## config.mk

```make
export PLATFORM = sky130hd
export DESIGN_NAME = fft_bin_collector
export DESIGN_NICKNAME = d
export VERILOG_FILES = /design/src/rtl/fft_bin_collector.sv
export SDC_FILE = /design/constraint.sdc
export NUM_CORES = 1
export LEC_CHECK = 0
export BUFFER_PORTS_ARGS = -buffer_cell sky130_fd_sc_hd__buf_2
export CELL_PAD_IN_SITES_DETAIL_PLACEMENT = 1
export CELL_PAD_IN_SITES_GLOBAL_PLACEMENT = 1
export CORE_AREA = 2 2 146 148
export CTS_BUF_LIST = sky130_fd_sc_hd__clkbuf_4
export DETAILED_ROUTE_END_ITERATION = 10
export DIE_AREA = 0 0 148 150
export PLACE_DENSITY = 0.81
export SYNTH_ARGS = -nofsm -noshare
export SYNTH_HDL_FRONTEND = slang
export SYNTH_SLANG_ARGS = --single-unit
```

## constraint.sdc

```tcl
create_clock -name clk -period 4 [get_ports clk]
set_input_delay 0.4 -clock clk [delete_from_list [all_inputs] [get_ports clk]]
set_output_delay 0.4 -clock clk [all_outputs]
set_load 0.02 [all_outputs]
```

## src/rtl/fft_bin_collector.sv

```systemverilog
// fft_bin_collector: captures one N-point frame of FFT output pairs, stores an
// L1 magnitude (|re|+|im|) per bin at write time, then streams the N magnitudes
// in natural bin order over a valid/ready handshake.
module fft_bin_collector #(
  parameter int Q_IN   = 15,
  parameter int N      = 8,
  parameter int ADDR_W = 4
) (
  input  logic                     clk,
  input  logic                     reset,
  input  logic                     valid_in,
  input  logic [ADDR_W-1:0]        addr_in,
  input  logic signed [Q_IN:0]     data_real_0,
  input  logic signed [Q_IN:0]     data_imag_0,
  input  logic signed [Q_IN:0]     data_real_1,
  input  logic signed [Q_IN:0]     data_imag_1,
  output logic                     in_ready,
  input  logic                     bin_ready,
  output logic                     bin_valid,
  output logic [ADDR_W-1:0]        bin_idx,
  output logic [Q_IN+1:0]          mag_out,
  output logic                     bin_last,
  output logic                     overflow,
  output logic                     addr_err
);

  localparam int MW   = Q_IN + 2;
  localparam int AW   = $clog2(N);
  localparam int HALF = N / 2;
  localparam logic [ADDR_W-1:0] HALF_A = ADDR_W'(HALF);
  localparam logic [AW-1:0]     LAST_C = AW'(N - 1);
  localparam logic [AW-1:0]     ZERO_C = '0;
  localparam logic [AW-1:0]     ONE_C  = AW'(1);

  typedef enum logic [0:0] {
    S_COLLECT = 1'b0,
    S_STREAM  = 1'b1
  } state_t;

  // Absolute value after sign extension by one bit, so -2^Q_IN maps cleanly
  // to +2^Q_IN without wrapping.
  function automatic logic [MW-1:0] abs_ext(input logic signed [Q_IN:0] x);
    logic [MW-1:0] e;
    e = {x[Q_IN], x};
    if (e[MW-1]) begin
      abs_ext = ~e + {{(MW-1){1'b0}}, 1'b1};
    end else begin
      abs_ext = e;
    end
  endfunction

  // L1 magnitude; the worst case 2^(Q_IN+1) still fits in MW bits.
  function automatic logic [MW-1:0] l1_mag(input logic signed [Q_IN:0] re,
                                           input logic signed [Q_IN:0] im);
    l1_mag = abs_ext(re) + abs_ext(im);
  endfunction

  state_t          r_state;
  state_t          w_state_nxt;
  logic [MW-1:0]   r_mag [N];
  logic [HALF-1:0] r_mask;
  logic [HALF-1:0] w_mask_upd;
  logic [AW-1:0]   r_cnt;
  logic [AW-1:0]   w_cnt_inc;
  logic [AW-2:0]   w_lo;
  logic            w_addr_ok;
  logic            w_capture;
  logic            w_xfer;
  logic            w_final;
  logic            w_mask_full;
  logic [MW-1:0]   w_mag0;
  logic [MW-1:0]   w_mag1;

  logic              r_in_ready;
  logic              r_bin_valid;
  logic [ADDR_W-1:0] r_bin_idx;
  logic [MW-1:0]     r_mag_out;
  logic              r_bin_last;
  logic              r_overflow;
  logic              r_addr_err;

  assign w_lo        = addr_in[AW-2:0];
  assign w_addr_ok   = (addr_in < HALF_A);
  assign w_capture   = (r_state == S_COLLECT) && valid_in && w_addr_ok;
  assign w_xfer      = (r_state == S_STREAM) && r_bin_valid && bin_ready;
  assign w_final     = w_xfer && (r_cnt == LAST_C);
  assign w_cnt_inc   = r_cnt + ONE_C;
  assign w_mag0      = l1_mag(data_real_0, data_imag_0);
  assign w_mag1      = l1_mag(data_real_1, data_imag_1);
  assign w_mask_full = &w_mask_upd;

  assign in_ready  = r_in_ready;
  assign bin_valid = r_bin_valid;
  assign bin_idx   = r_bin_idx;
  assign mag_out   = r_mag_out;
  assign bin_last  = r_bin_last;
  assign overflow  = r_overflow;
  assign addr_err  = r_addr_err;

  // Fill mask as it would look after this cycle's capture.
  always_comb begin
    w_mask_upd = r_mask;
    if (w_capture) begin
      w_mask_upd[w_lo] = 1'b1;
    end else begin
      w_mask_upd = r_mask;
    end
  end

  // Next-state: leave COLLECT on the completing capture, leave STREAM on the last transfer.
  always_comb begin
    w_state_nxt = r_state;
    case (r_state)
      S_COLLECT: begin
        if (w_capture && w_mask_full) begin
          w_state_nxt = S_STREAM;
        end else begin
          w_state_nxt = S_COLLECT;
        end
      end
      S_STREAM: begin
        if (w_final) begin
          w_state_nxt = S_COLLECT;
        end else begin
          w_state_nxt = S_STREAM;
        end
      end
      default: w_state_nxt = S_COLLECT;
    endcase
  end

  // State register.
  always_ff @(posedge clk or negedge reset) begin
    if (!reset) begin
      r_state <= S_COLLECT;
    end else begin
      r_state <= w_state_nxt;
    end
  end

  // Magnitude buffer: bin k and bin k+N/2 written together; contents need no reset.
  always_ff @(posedge clk) begin
    if (w_capture) begin
      r_mag[{1'b0, w_lo}] <= w_mag0;
      r_mag[{1'b1, w_lo}] <= w_mag1;
    end
  end

  // Fill mask, sticky error flags, and the registered output stream.
  always_ff @(posedge clk or negedge reset) begin
    if (!reset) begin
      r_mask      <= '0;
      r_cnt       <= '0;
      r_in_ready  <= 1'b1;
      r_bin_valid <= 1'b0;
      r_bin_idx   <= '0;
      r_mag_out   <= '0;
      r_bin_last  <= 1'b0;
      r_overflow  <= 1'b0;
      r_addr_err  <= 1'b0;
    end else begin
      r_in_ready <= (w_state_nxt == S_COLLECT);

      if (w_capture) begin
        r_mask <= w_mask_upd;
      end else if (w_final) begin
        r_mask <= '0;
      end

      if (valid_in && (r_state == S_STREAM)) begin
        r_overflow <= 1'b1;
      end
      if (valid_in && (r_state == S_COLLECT) && !w_addr_ok) begin
        r_addr_err <= 1'b1;
      end

      if (r_state == S_STREAM) begin
        if (!r_bin_valid) begin
          // First cycle in STREAM: present bin 0.
          r_bin_valid <= 1'b1;
          r_cnt       <= ZERO_C;
          r_bin_idx   <= '0;
          r_mag_out   <= r_mag[ZERO_C];
          r_bin_last  <= (ZERO_C == LAST_C);
        end else if (w_xfer) begin
          if (w_final) begin
            r_bin_valid <= 1'b0;
            r_bin_last  <= 1'b0;
          end else begin
            r_cnt      <= w_cnt_inc;
            r_bin_idx  <= ADDR_W'(w_cnt_inc);
            r_mag_out  <= r_mag[w_cnt_inc];
            r_bin_last <= (w_cnt_inc == LAST_C);
          end
        end
      end
    end
  end

endmodule
```

==> flow_metrics.tcl, run 1 <==
set metrics [dict create \
    final_nets 952 \
    rows 53 \
    status "finished clean" \
    power_per_cell_area_mw_per_mm2 569 \
    mostFrequentLayoutCells "edfxtp_1 (136), buf_2 (96), xnor2_1 (67)" \
    vias_per_cell 5.62 \
    maxCapViolCount 0 \
    arrival_ns 3.50 \
    drt.antenna.violating_nets 0 \
    startpoint "data_imag_0[1]" \
    fin_worst_skew_ns 0.0186 \
    synthFlopType "edfxtp_1" \
    crit_path_end_kind "register" \
    die-area_mm2 0.0222 \
    clock_latency_ns 0.57 \
    period_share 0.783 \
    cts_htree_levels 4 \
    worst_pin_slew_ns 0.732 \
    ioPinCount 98 \
    worstHoldStart "valid_in" \
    drv_slew 0 \
    drtPass1Iterations 4 \
    grt_max_degree 42 \
    pre_cts_ws_ns 0.279 \
    fin_setup_tns_ns 0 \
    slew_headroom 0.505 \
    cts_tree "yes" \
    finalWeightedCongestion 0.832 \
    antenna_found_initial 1 \
    yosys_warnings 0 \
    final_common_cell "edfxtp_1" \
    synth_area_mm2 0.00909 \
    hp-class "primary input to register" \
    max_freq_ghz 0.319 \
    vias 6339 \
    area_growth_pct 12.9 \
    path_class "primary input to register" \
    dp_hpwl_um 15900 \
    grt_setup_unrepaired "no" \
    post_synth.cell_area_avg_um2 12.4 \
    clock_path_buffers 2 \
    core_mm2 0.0207 \
    ys_ff_latch 166 \
    async_flop_share 0.181 \
    ir_drop_mv 0.261 \
    p_leak_nw 3.85 \
    drive_gt1_frac 0.222 \
    grt-ovfl-total 0 \
    start_kind "primary input" \
    min_period_ns 3.13 \
    worst-path-max-fanout 7 \
    setup_viol 0 \
    grt_pass1_wl_um 34800 \
    use_met2 0.368 \
    required_ns 4.37 \
    hold_viol 0 \
    syn_nets 847 \
    ys_seq_area_frac 0.532 \
    busiest_layer "met2" \
    die_y_um 150 \
    fillCellCount 2215 \
    cts_resized 0 \
    wl_per_cell_um 19.1 \
    timing.rr.start "r_cnt[0]" \
    syn_inst 734 \
    fin_area_mm2 0.0103 \
    grt_use_total 0.205 \
    clk_pin_slew_ns 0.13 \
    synth_cell_type_count 57 \
    drt_iter0_markers 403 \
    cts_buffers 17 \
    die_w_um 148 \
    drc_errors 0 \
    root_buffer "clkbuf_4" \
    initial_utilization 0.440 \
    fin_ws_ns 0.867 \
    numPortBuffers 96 \
    grt_pass1_vias 6635 \
    grtUsageMet1 0.247 \
    synth_edf_count 136 \
    cts_sinks 166 \
    met3_usage 0.0378 \
    wirelength_um 21500 \
    dpl_cell_area_mm2 0.00995 \
]
-- cell usage after synthesis (12+ instances only) --
library cell    n  area, um2
edfxtp_1      136       4080
xnor2_1        67        587
nand2_1        61        229
nor2_1         58        218
o21ai_0        48        240
a21oi_1        41        205
ha_1           39        488
mux4_2         34        766
dfrtp_1        29        726
inv_1          26       97.6
mux2i_1        18        180
clkbuf_1       16       60.1
o31ai_1        16        120
a21o_1         15        113
nand2b_1       12       75.1
nand3_1        12       60.1
-- worst max-delay path, stage by stage --
cell and delay (ns):
buf_2 0.11, inv_1 0.09, ha_1 0.17, nand2_1 0.07
or3_4 0.35, or4_4 0.45, o41ai_2 0.24, xnor2_1 0.16
ha_1 0.33, a21o_1 0.22, a2111oi_0 0.48, a21oi_1 0.14
xor2_1 0.29
-- path summary, 6_finish.rpt --
kind / endpoint / slack, ns / depth (start not counted)
max: r_mag[2][15] / 0.87 / 13
min: overflow / 0.06 / 2
max reg2reg: mag_out[15] / 1.33 / 8
min reg2reg: overflow / 0.47 / 1
max in group asynchronous: r_cnt[0] / 3.16 / 2
min in group asynchronous: mag_out[4] / 0.37 / 2
-- sequential cells by signal, indices dropped and copies added, names as in the netlist, 3 cells and up --
| name | count |
|---|---|
| r_mag | 136 |
| mag_out | 17 |
| r_mask | 4 |
| r_cnt | 3 |
-- kinds of logic (layout without fill, tap and decap cells) --
| logic type | Yosys count | in the layout | share of synthesized area |
|---|---|---|---|
| simple gates | 185 | 185 | 0.0973 |
| compound gates | 164 | 164 | 0.115 |
| flops | 166 | 166 | 0.532 |
| other cells | 1 | 2 | 0.000412 |
| mux | 52 | 52 | 0.104 |
| buf+inv | 51 | 169 | 0.0222 |
| fa+ha+maj | 41 | 41 | 0.0581 |
| xor+xnor | 74 | 74 | 0.0713 |
-- where the power goes --
group | internal, W | switching (W) | total, W
registers | 0.00218 | 0.0000950 | 0.00228
logic | 0.00106 | 0.00149 | 0.00256
clock network | 0.000442 | 0.000566 | 0.00101
total | 0.00369 | 0.00215 | 0.00584
-- routing by layer --
metal / up-vias / share of wire
li1: 2993 / -
met1: 3160 / 0.42
met2: 155 / 0.51
met3: 31 / 0.046
met4: 0 / 0.024
met5: - / 0
-- what timing repair did --
item	4_1_cts	5_1_grt
hold buffers	1	0
hold endpoints to repair	29	0
buffers inserted	0	0
-- metrics by stage --
step                cells  utilization  hold WS (ns)  power, W
detailed placement   1094        0.481         0.447   0.00490
finish               1128        0.496        0.0644   0.00584
floorplan             734            -         0.104   0.00407
global route         1128        0.496        0.0276   0.00621
CTS                  1127        0.496        0.0141   0.00590
global placement     1094        0.481         0.433   0.00477
-- cell type report --
type | instances | area (um2) | share of cell area
well taps | 275 | 344 | 0.0335
flip-flops and latches | 166 | 4840 | 0.471
inverters | 27 | 101 | 0.00987
clock inverters | 13 | 158 | 0.0154
multi-input cells | 517 | 4080 | 0.397
clock buffers | 19 | 143 | 0.0139
repair buffers | 110 | 601 | 0.0585
diodes | 1 | 2.50 | 0.000244
Power figures use the tool's default switching activity.
==> run 2, diff against run 1 <==
==> constraint.sdc (replaced) <==
create_clock -name clk -period 2.6 [get_ports clk]
set_input_delay 0.26 -clock clk [delete_from_list [all_inputs] [get_ports clk]]
set_output_delay 0.26 -clock clk [all_outputs]
set_load 0.02 [all_outputs]
==> flow_metrics.tcl, run 2 (synthesis gave the netlist of run 1 again) <==
set metrics [dict create \
    cts_htree_levels 4 \
    hp-class "primary input to register" \
    critPathBufInv 4 \
    finalWeightedCongestion 0.808 \
    drive_gt1_frac 0.390 \
    wl_per_cell_um 21.5 \
    clk_pin_slew_ns 0.14 \
    regMostFlops "r_mag" \
    crit_path_end_kind "register" \
    p_seq_frac 0.356 \
    core_mm2 0.0207 \
    cp_top_family "compound AO/OA/AOI/OAI gates" \
    p_sw_w 0.00368 \
    wirelength_um 27800 \
    die-area_mm2 0.0222 \
    grt_pass1_wl_um 42100 \
    worst-path-max-fanout 4 \
    setup_viol 24 \
    worst_pin_slew_ns 0.733 \
    start_kind "primary input" \
    area_growth_pct 31.8 \
    final_nets 1115 \
    min_period_ns 2.98 \
    rows 53 \
    violations "negative setup slack" \
    clock_latency_ns 0.58 \
    final_common_cell "buf_4" \
    grt_pass1_vias 7949 \
    arrival_ns 3.30 \
    drt.antenna.violating_nets 0 \
    path_cells "buf_2, buf_4, nand4b_1, nor2_1, nand2_1, nand2_1, xnor2_1, ha_1, a21oi_1, o21ai_0, buf_4, buf_4, a221oi_2, o31ai_1, a21oi_1, xnor2_2" \
    slowest_delay_ns 0.33 \
    numPortBuffers 96 \
    p_leak_nw 4.83 \
    fin_worst_skew_ns 0.0290 \
    power.switching_fraction 0.373 \
    vias 7265 \
    die_y_um 150 \
    required_ns 2.92 \
    drc_errors 0 \
    cts_buffers 17 \
    grt_max_degree 42 \
    grt-ovfl-total 0 \
    grt_setup_unrepaired "yes" \
    die_w_um 148 \
    drt_iter0_markers 522 \
    root_buffer "clkbuf_4" \
    clockPowerShare 0.161 \
    period_share 1.15 \
    dp_hpwl_um 18800 \
    fin_ws_ns -0.380 \
    drtPass1Iterations 5 \
    antenna_found_initial 0 \
    path_class "primary input to register" \
    cts_sinks 166 \
    ir_drop_mv 0.677 \
    max_freq_ghz 0.336 \
    status "complete, but fails checks" \
    largest_reg_flops 136 \
    hold_viol 0 \
    ioPinCount 98 \
    power_per_cell_area_mw_per_mm2 822 \
    cts_tree "yes" \
    slew_headroom 0.511 \
    critPathSlowestCell "ha_1" \
    p_int_w 0.00618 \
    crit_top_cell "buf_4" \
    grt_use_total 0.247 \
    initial_utilization 0.440 \
    drv_slew 0 \
    combPwrFrac 0.483 \
    fin_util 0.579 \
    vias_per_cell 5.63 \
    pre_cts_ws_ns -0.758 \
    total_power_w 0.00985 \
    clock_path_buffers 2 \
    maxCapViolCount 0 \
    mostFrequentLayoutCells "buf_4 (161), edfxtp_1 (136), buf_2 (94)" \
]
-- run 2: cell count changes in the layout (fill, tap and decap cells not counted), moves of 7 or more --
cell	before	now
xnor2_2	0	7
xnor2_1	67	60
buf_4	12	161
buf_12	1	8
o21ai_0	48	41
-- run 2: power groups by stage --
stage / clock, W / sequential (W) / combinational (W)
global placement: 0 / 0.00355 / 0.00422
finish: 0.00158 / 0.00351 / 0.00476
CTS: 0.00160 / 0.00351 / 0.00464
global route: 0.00170 / 0.00354 / 0.00513
detailed placement: 0 / 0.00358 / 0.00449
floorplan: 0 / 0.00372 / 0.00260
-- run 2: final cells by class --
| type | instances | area, um2 |
|---|---|---|
| inverter | 27 | 121 |
| clock inverter | 10 | 131 |
| timing repair buffer | 273 | 1950 |
| antenna | 1 | 2.50 |
| multi-input combinational | 517 | 4440 |
| clock buffer | 21 | 158 |
| tap | 275 | 344 |
| sequential | 166 | 4840 |
| fill | 2167 | 8710 |
-- run 2: layer usage --
metal	wire, um	GRT usage
met1	10900	0.277
met2	14700	0.466
met3	1120	0.0418
met4	1020	0.0967
met5	0	0
-- run 2: path summary, 6_finish.rpt --
check	start	end	slack [ns]	cells after the start
setup / recovery	data_imag_0[4]	r_mag[3][13]	-0.38	16
hold / removal	data_real_0[0]	r_mag[2][0]	0.23	3
setup reg to reg	r_cnt[0]	mag_out[13]	0.24	8
hold reg to reg	overflow	overflow	0.47	1
max in group asynchronous	reset	r_cnt[0]	1.87	2
min in group asynchronous	reset	mag_out[3]	0.25	2
-- run 2: timing repair --
item                                    4_1_cts  5_1_grt
pin swaps                                    14       20
gates resized for setup                      24       30
endpoints found under the setup margin       28       56
buffers inserted                              6        6
endpoints found under the hold margin        32        0
hold buffers                                  5        0
gates cloned                                  0        0
-- run 2: metrics by stage --
| step | cell area (um2) | hold WS, ns | std cells | TNS [ns] |
|---|---|---|---|---|
| after floorplan | 9250 | -0.0356 | 734 | -7.03 |
| after global placement | 11200 | 0.321 | 1241 | -26.60 |
| after detailed placement | 11200 | 0.333 | 1241 | -39.30 |
| after CTS | 11800 | 0.170 | 1283 | -0.0000691 |
| after global routing | 12000 | 0.196 | 1289 | -7.04 |
| final | 12000 | 0.226 | 1290 | -6.42 |
-- run 2: tightest hold or removal path, stage by stage --
cell,delay (ns)
buf_2,0.09
buf_4,0.11
ha_1,0.20
